### config.mk
export PLATFORM = sky130hd
export DESIGN_NAME = conv_window_feeder
export DESIGN_NICKNAME = d
export VERILOG_FILES = /design/src/rtl/conv_window_feeder.sv
export SDC_FILE = /design/constraint.sdc
export NUM_CORES = 1
export LEC_CHECK = 0
export ABC_AREA = 1
export BUFFER_PORTS_ARGS = -buffer_cell sky130_fd_sc_hd__clkbuf_2
export CAP_MARGIN = 40
export CORE_UTILIZATION = 40
export CTS_CLUSTER_SIZE = 8
export DETAILED_ROUTE_END_ITERATION = 6
export REMOVE_ABC_BUFFERS = 1
export SYNTH_ARGS = -nofsm -noshare
export SYNTH_HDL_FRONTEND = slang
export SYNTH_SLANG_ARGS = --single-unit
### constraint.sdc
create_clock -name clk -period 3.2 [get_ports clk]
set_input_delay 0.64 -clock clk [delete_from_list [all_inputs] [get_ports clk]]
set_output_delay 0.64 -clock clk [all_outputs]
set_load 0.02 [all_outputs]
### src/rtl/conv_window_feeder.sv
// Line-buffered column feeder: turns a raster pixel stream into K_H-pixel
// column vectors for the conv datapath, flagging columns that close a window.
module conv_window_feeder #(
   parameter int IMG_H = 16,
   parameter int IMG_W = 15,
   parameter int K_H   = 3,
   parameter int K_W   = 3,
   parameter int DW    = 8
) (
   input  logic              clk,
   input  logic              rst,
   input  logic              start,
   input  logic [DW-1:0]     in_pix,
   input  logic              in_valid,
   output logic              in_ready,
   output logic [K_H*DW-1:0] out_col,
   output logic              out_win,
   output logic              out_row_last,
   output logic              out_valid,
   input  logic              out_ready,
   output logic              busy,
   output logic              frame_done
);

   // state    | meaning
   // S_IDLE   | waiting for start, nothing accepted
   // S_FILL   | loading rows 0..K_H-2 into the line buffers, no output
   // S_STREAM | each accepted pixel produces one column vector
   // S_DRAIN  | last pixel taken, waiting for the final column to be popped
   typedef enum logic [1:0] {S_IDLE, S_FILL, S_STREAM, S_DRAIN} state_t;

   localparam int CW = (IMG_W > 1) ? $clog2(IMG_W) : 1;
   localparam int RW = (IMG_H > 1) ? $clog2(IMG_H) : 1;
   localparam logic [CW-1:0] COL_LAST      = CW'(IMG_W - 1);
   localparam logic [CW-1:0] COL_WIN       = CW'(K_W - 1);
   localparam logic [RW-1:0] ROW_LAST      = RW'(IMG_H - 1);
   localparam logic [RW-1:0] ROW_FILL_LAST = RW'(K_H - 2);

   state_t                state;
   logic [CW-1:0]         col;
   logic [RW-1:0]         row;
   logic [CW-1:0]         col_nxt;
   logic [RW-1:0]         row_nxt;
   logic [DW-1:0]         lb [K_H-1][IMG_W];
   logic [K_H*DW-1:0]     col_vec;
   logic                  accept;
   logic                  pop;
   logic                  at_col_last;

   always_comb begin
      in_ready = 1'b0;
      case (state)
         S_FILL:   in_ready = 1'b1;
         S_STREAM: in_ready = out_ready | ~out_valid;
         default:  in_ready = 1'b0;
      endcase
   end

   assign busy        = (state != S_IDLE);
   assign accept      = in_valid & in_ready;
   assign pop         = out_valid & out_ready;
   assign at_col_last = (col == COL_LAST);

   always_comb begin
      col_nxt = col + 1'b1;
      row_nxt = row;
      if (at_col_last) begin
         col_nxt = '0;
         row_nxt = row + 1'b1;
      end
   end

   // Oldest buffered row lands in the low slice, the live pixel in the top one.
   always_comb begin
      col_vec = '0;
      for (int k = 0; k < K_H-1; k++) begin
         col_vec[k*DW +: DW] = lb[k][col];
      end
      col_vec[(K_H-1)*DW +: DW] = in_pix;
   end

   // Buffers shift one row per accepted pixel in both FILL and STREAM, so the
   // fill phase fully overwrites anything left over from a previous frame.
   always_ff @(posedge clk) begin
      if (accept) begin
         for (int k = 0; k < K_H-2; k++) begin
            lb[k][col] <= lb[k+1][col];
         end
         lb[K_H-2][col] <= in_pix;
      end
   end

   always_ff @(posedge clk) begin
      if (rst) begin
         state        <= S_IDLE;
         col          <= '0;
         row          <= '0;
         out_col      <= '0;
         out_win      <= 1'b0;
         out_row_last <= 1'b0;
         out_valid    <= 1'b0;
         frame_done   <= 1'b0;
      end else begin
         frame_done <= 1'b0;
         case (state)
            S_IDLE: begin
               if (start) begin
                  state <= S_FILL;
                  col   <= '0;
                  row   <= '0;
               end
            end
            S_FILL: begin
               if (accept) begin
                  col <= col_nxt;
                  row <= row_nxt;
                  if (at_col_last && row == ROW_FILL_LAST) state <= S_STREAM;
               end
            end
            S_STREAM: begin
               if (pop) out_valid <= 1'b0;
               if (accept) begin
                  out_valid    <= 1'b1;
                  out_col      <= col_vec;
                  out_win      <= (col >= COL_WIN);
                  out_row_last <= at_col_last;
                  col          <= col_nxt;
                  row          <= row_nxt;
                  if (at_col_last && row == ROW_LAST) state <= S_DRAIN;
               end
            end
            S_DRAIN: begin
               if (pop) begin
                  out_valid  <= 1'b0;
                  frame_done <= 1'b1;
                  state      <= S_IDLE;
               end
            end
            default: state <= S_IDLE;
         endcase
      end
   end

endmodule

### Yosys cells after proc, flatten, opt, wreduce, memory -nomap -nowiden

Memories as Yosys holds them, arrays and structs flattened.
Index checks and enable logic that the tools add are counted.

* add/sub/neg operators: 2
* $lt $le $gt $ge: 3
* equality and inequality tests: 14
* multiplexer cells: 29
* bitwise operators: 6
* reductions and logical operators: 13

Operator list (number)
* 120-bit two-way mux: 1
* 8-bit binary-select mux with 4-bit select: 2
* 8-bit two-way mux: 5
* 8-bit demux with 4-bit select: 1
* 4-bit two-way mux: 5
* 4-bit case mux with 2 select lines: 2
* 2-bit two-way mux: 6
* 2-bit inequality test, second input constant: 6
* 4-bit by 1-bit adder with 4-bit output, second input constant: 2
* 4-bit equality test, second input constant: 2
* 2-bit case mux with 4 select lines: 1
* 6-bit AND reduction: 1
* 2-bit nonzero test: 3
* 5-bit >= comparator, second input constant: 1
* 5-bit by 1-bit < comparator with 1-bit output, second input constant: 1
* 4-bit inverter with 5-bit output: 1
* 2-bit equality test, second input constant: 2
* 4-bit by 1-bit equality test with 1-bit output, second input constant: 1
* 4-bit by 2-bit >= comparator with 1-bit output, second input constant: 1
* 1-bit two-way mux: 4
* 2-bit by 1-bit inequality test with 1-bit output, second input constant: 2
* 1-bit case mux with 2 select lines: 2
* 4-bit AND reduction: 1
* 2-bit OR reduction: 2
* other kinds (8): 12

* flip-flop bits (word level): 38
* memory bits (writable): 240
* input bits: 13
* output and inout bits: 30
* word-level logic and storage cells: 76
* memories: 1

Memories
* lb: words 2, bits a word 120, read ports 2, clocked after Yosys merged registers in 0, wr ports 2, RTL line 44 `logic [DW-1:0] lb [K_H-1][IMG_W];`

### Longest topological paths before layout

* depth in word-level cells: 6
* mapped depth: 11
* mapped depth without buffers: 11

### Worst setup path after synthesis

OpenSTA, ideal clock, no wires.

* kind: reg-to-reg
* from: register state[1]
* to: memory lb[0][144] (netlist bit), enable pin
* library setup time: 0.409 ns
* arrival time: 2.303 ns
* required time: 2.791 ns
* setup slack: 0.488 ns
* cell stages (with the launch flop): 6
* period minus slack after synthesis: 2.712 ns
* cells stage by stage: dfxtp_1 inv_1 ha_1 nand3_1 buf_2 nor3_1

RTL lines
* from (decl): RTL line 39 `state_t state;`
* from (signal assigned): RTL line 95 `state <= S_IDLE;`
* from (signal assigned): RTL line 108 `state <= S_FILL;`
* from (signal assigned): RTL line 117 `if (at_col_last && row == ROW_FILL_LAST) state <= S_STREAM;`
* to (decl): RTL line 44

### Final worst setup path

* from: register state[1]
* to: output port in_ready

* cells in the longest elaborated chain, start to end: 2

Ends and longest elaborated chain
* 2-bit equality test / 2-bit by 1-bit equality test with 1-bit output (equally long branches): RTL line 52 `case (state)`
* 1-bit case mux with 2 select lines *: RTL line 52
* to (decl): RTL line 15 `output logic in_ready,`

Mark *: on every way between the ends. The rest lies on a longest branch, timed or not.

==> run metrics <==
status complete, no violations; post-DP HPWL 16700 um; total number of placement rows 60; routed wire length 27400 um; DRT iter0 DRCs 496; Via density 4.99; Post-Syn Instances 1007; Power Density 765 nW/um2; largest net degree at the start of global routing 43; Final nets 1114; Rel. slew slack 47.2%; Crit Path Class flip-flop to primary output; fraction of registers with async set/reset 0%; Hold Buf Count CTS 0; leading area contributor after synthesis edfxtp_1; layout cells sized above 1 14.2%; Slew Limit Fails 0; Final TNS setup 0 ps; initial antenna violation count 0; clock-pin slew on the worst setup and hold paths 50 ps; Die Y 169 um; vias in the first global route 7295; Tot GR Track Use 19.9%; WL per Instance 18.3 um; grt met3 use 3.67%; Post-Syn Area 11100 um2; Top Usage Layer GRT met2; Tcrit/Tclk final 88.7%; die area 28500 um2; share of the synthesized area in the top cell type 64.7%; Critical Path AT 2200 ps; ant diodes 0; clock tree sinks 278; clock latency at the later pin of the worst-skew pair 530 ps; core box area 27200 um2; unrepaired setup endpoints after global routing false; root buf cell clkbuf_16; FMAX 0.352 GHz; Seq/Total Area, Yosys 71.5%; total number of vias 7456; Die Span X 169 um; first-pass GRT wire length 42500 um; DRC viols 0; area grow syn2layout 17.7%; HP Class primary input to flip-flop; crit path launch type flip-flop; FF+latch count, synth 278; Leakage 4.98 nW; Tot Pwr 10.0 mW; Post-DRT Antenna Nets 0; maxcap violations 0; Setup Skew 22.4 ps; global routing usage on met2 32.1%; Resized cells post-CTS 0; I/O pin count 43; WP data required 2560 ps; H-tree depth 2; critical path peak fanout 9; Synth area leaders edfxtp_1, nand2_1, dfxtp_1, nor2_1, nand3_1; Overflow after GRT 0; crit end category primary output; WHS 401 ps; grt met1 use 26.8%; Fin. Hold Viols 0; Mapped Avg Cell Area 11.1 um2; GPL Wtd Cong 0.789; drt first pass iters 5; port buffer count 42; Post-synth EDFFs 240; TritonCTS clock tree yes; Least-Margin Pin Slew 791 ps; synthesis warning total 0; Max IR drop VDD 546 uV; final core area utilization 48.3%; Yosys cell types 30; postcts setup bufs 0; Max clock buf depth 3; # fillers 2531; Finish-stage setup viols 0; CTS buffer count 40; Min Clock Period, post-route 2840 ps; dominant synthesized flop cell edfxtp_1; initial core utilization 41.0%
-- synthesized netlist by cell type, types with 3 or more instances --
cell        n
a21oi_1    34
buf_2      18
buf_4      15
clkbuf_1    7
dfxtp_1    38
edfxtp_1  240
ha_1        8
inv_1      30
inv_2       3
nand2_1   406
nand2_2     3
nand3_1    50
nand4_1    18
nor2_1     68
nor2_2      3
nor3_1      9
o21ai_0    34
o21ai_1     7
-- sequential cells by signal (all words and copies together) (netlist names) --
name,flops
lb,240
out_col,24
col,4
row,4
state,2
frame_done,1
out_row_last,1
out_valid,1
out_win,1
-- cell type report --
cell class / count / area (um2) / area share, %
clock buffer: 70 / 1110 / 8.49
clock inverter: 2 / 25.0 / 0.191
inverter: 36 / 138 / 1.05
multi-input combinational: 652 / 2870 / 21.8
sequential: 278 / 7970 / 60.7
tap: 372 / 465 / 3.55
timing repair buffer: 85 / 546 / 4.16
-- where the power goes --
part	total, mW	switching [mW]	internal (mW)
registers	4.34	0.0766	4.26
clock network	3.81	1.47	2.34
logic	1.88	1.37	0.513
total	10.0	2.92	7.12
-- routing by layer --
metal | share of wire (%) | routed length [um] | vias up
met5 | 0 | 0 | -
met2 | 47 | 12900 | 214
met4 | 2.8 | 757 | 0
li1 | - | - | 3588
met1 | 44 | 12100 | 3600
met3 | 5.8 | 1580 | 54
-- critical path: stages (launching register included) --
cell      delay (ps)
dfxtp_1          400
inv_1            110
ha_1             430
clkinv_1         320
a21oi_1          240
clkbuf_2         200
-- kinds of logic (layout without fill, tap and decap cells) --
logic type / Yosys count / after routing / share of synthesized area [%]
fa+ha+maj: 8 / 8 / 0.898
buf+inv: 77 / 193 / 3.32
compound gates: 79 / 79 / 3.65
flops: 278 / 278 / 71.5
simple gates: 565 / 565 / 20.6
-- metrics by stage --
step	cell area, um2	instances	setup WS (ps)
6_report	13100	1495	361
5_1_grt	13100	1495	236
3_3_place_gp	12000	1423	620
3_5_place_dp	12000	1423	600
4_1_cts	13100	1495	333
2_1_floorplan	10900	966	-376
-- placed cells by master, fill, tap and decap left out, types with 11 or more instances in the layout --
| cell type | synthesis | routed |
|---|---|---|
| clkbuf_2 | 0 | 42 |
| nor2_2 | 3 | 11 |
| buf_4 | 15 | 42 |
| clkbuf_16 | 0 | 40 |
| a21oi_1 | 34 | 34 |
| nand2_1 | 406 | 406 |
| o21ai_0 | 34 | 34 |
| nor2_1 | 68 | 59 |
| clkbuf_1 | 7 | 30 |
| inv_1 | 30 | 30 |
| nand4_1 | 18 | 18 |
| dfxtp_1 | 38 | 37 |
| edfxtp_1 | 240 | 240 |
| nand3_1 | 50 | 50 |
-- worst paths after layout --
path	cells past startpoint	start	end	slack (ps)
min	3	out_ready	frame_done$_SDFF_PP0_	400
max	5	state[1]$_SDFFE_PP0P_	in_ready	360
max reg2reg	6	col[0]$_SDFFE_PP0P_	lb[0][230]$_DFFE_PP_	630
min reg2reg	2	out_win$_SDFFE_PP0P_	out_win$_SDFFE_PP0P_	480
Note: power is estimated with default switching activity, not from simulation.
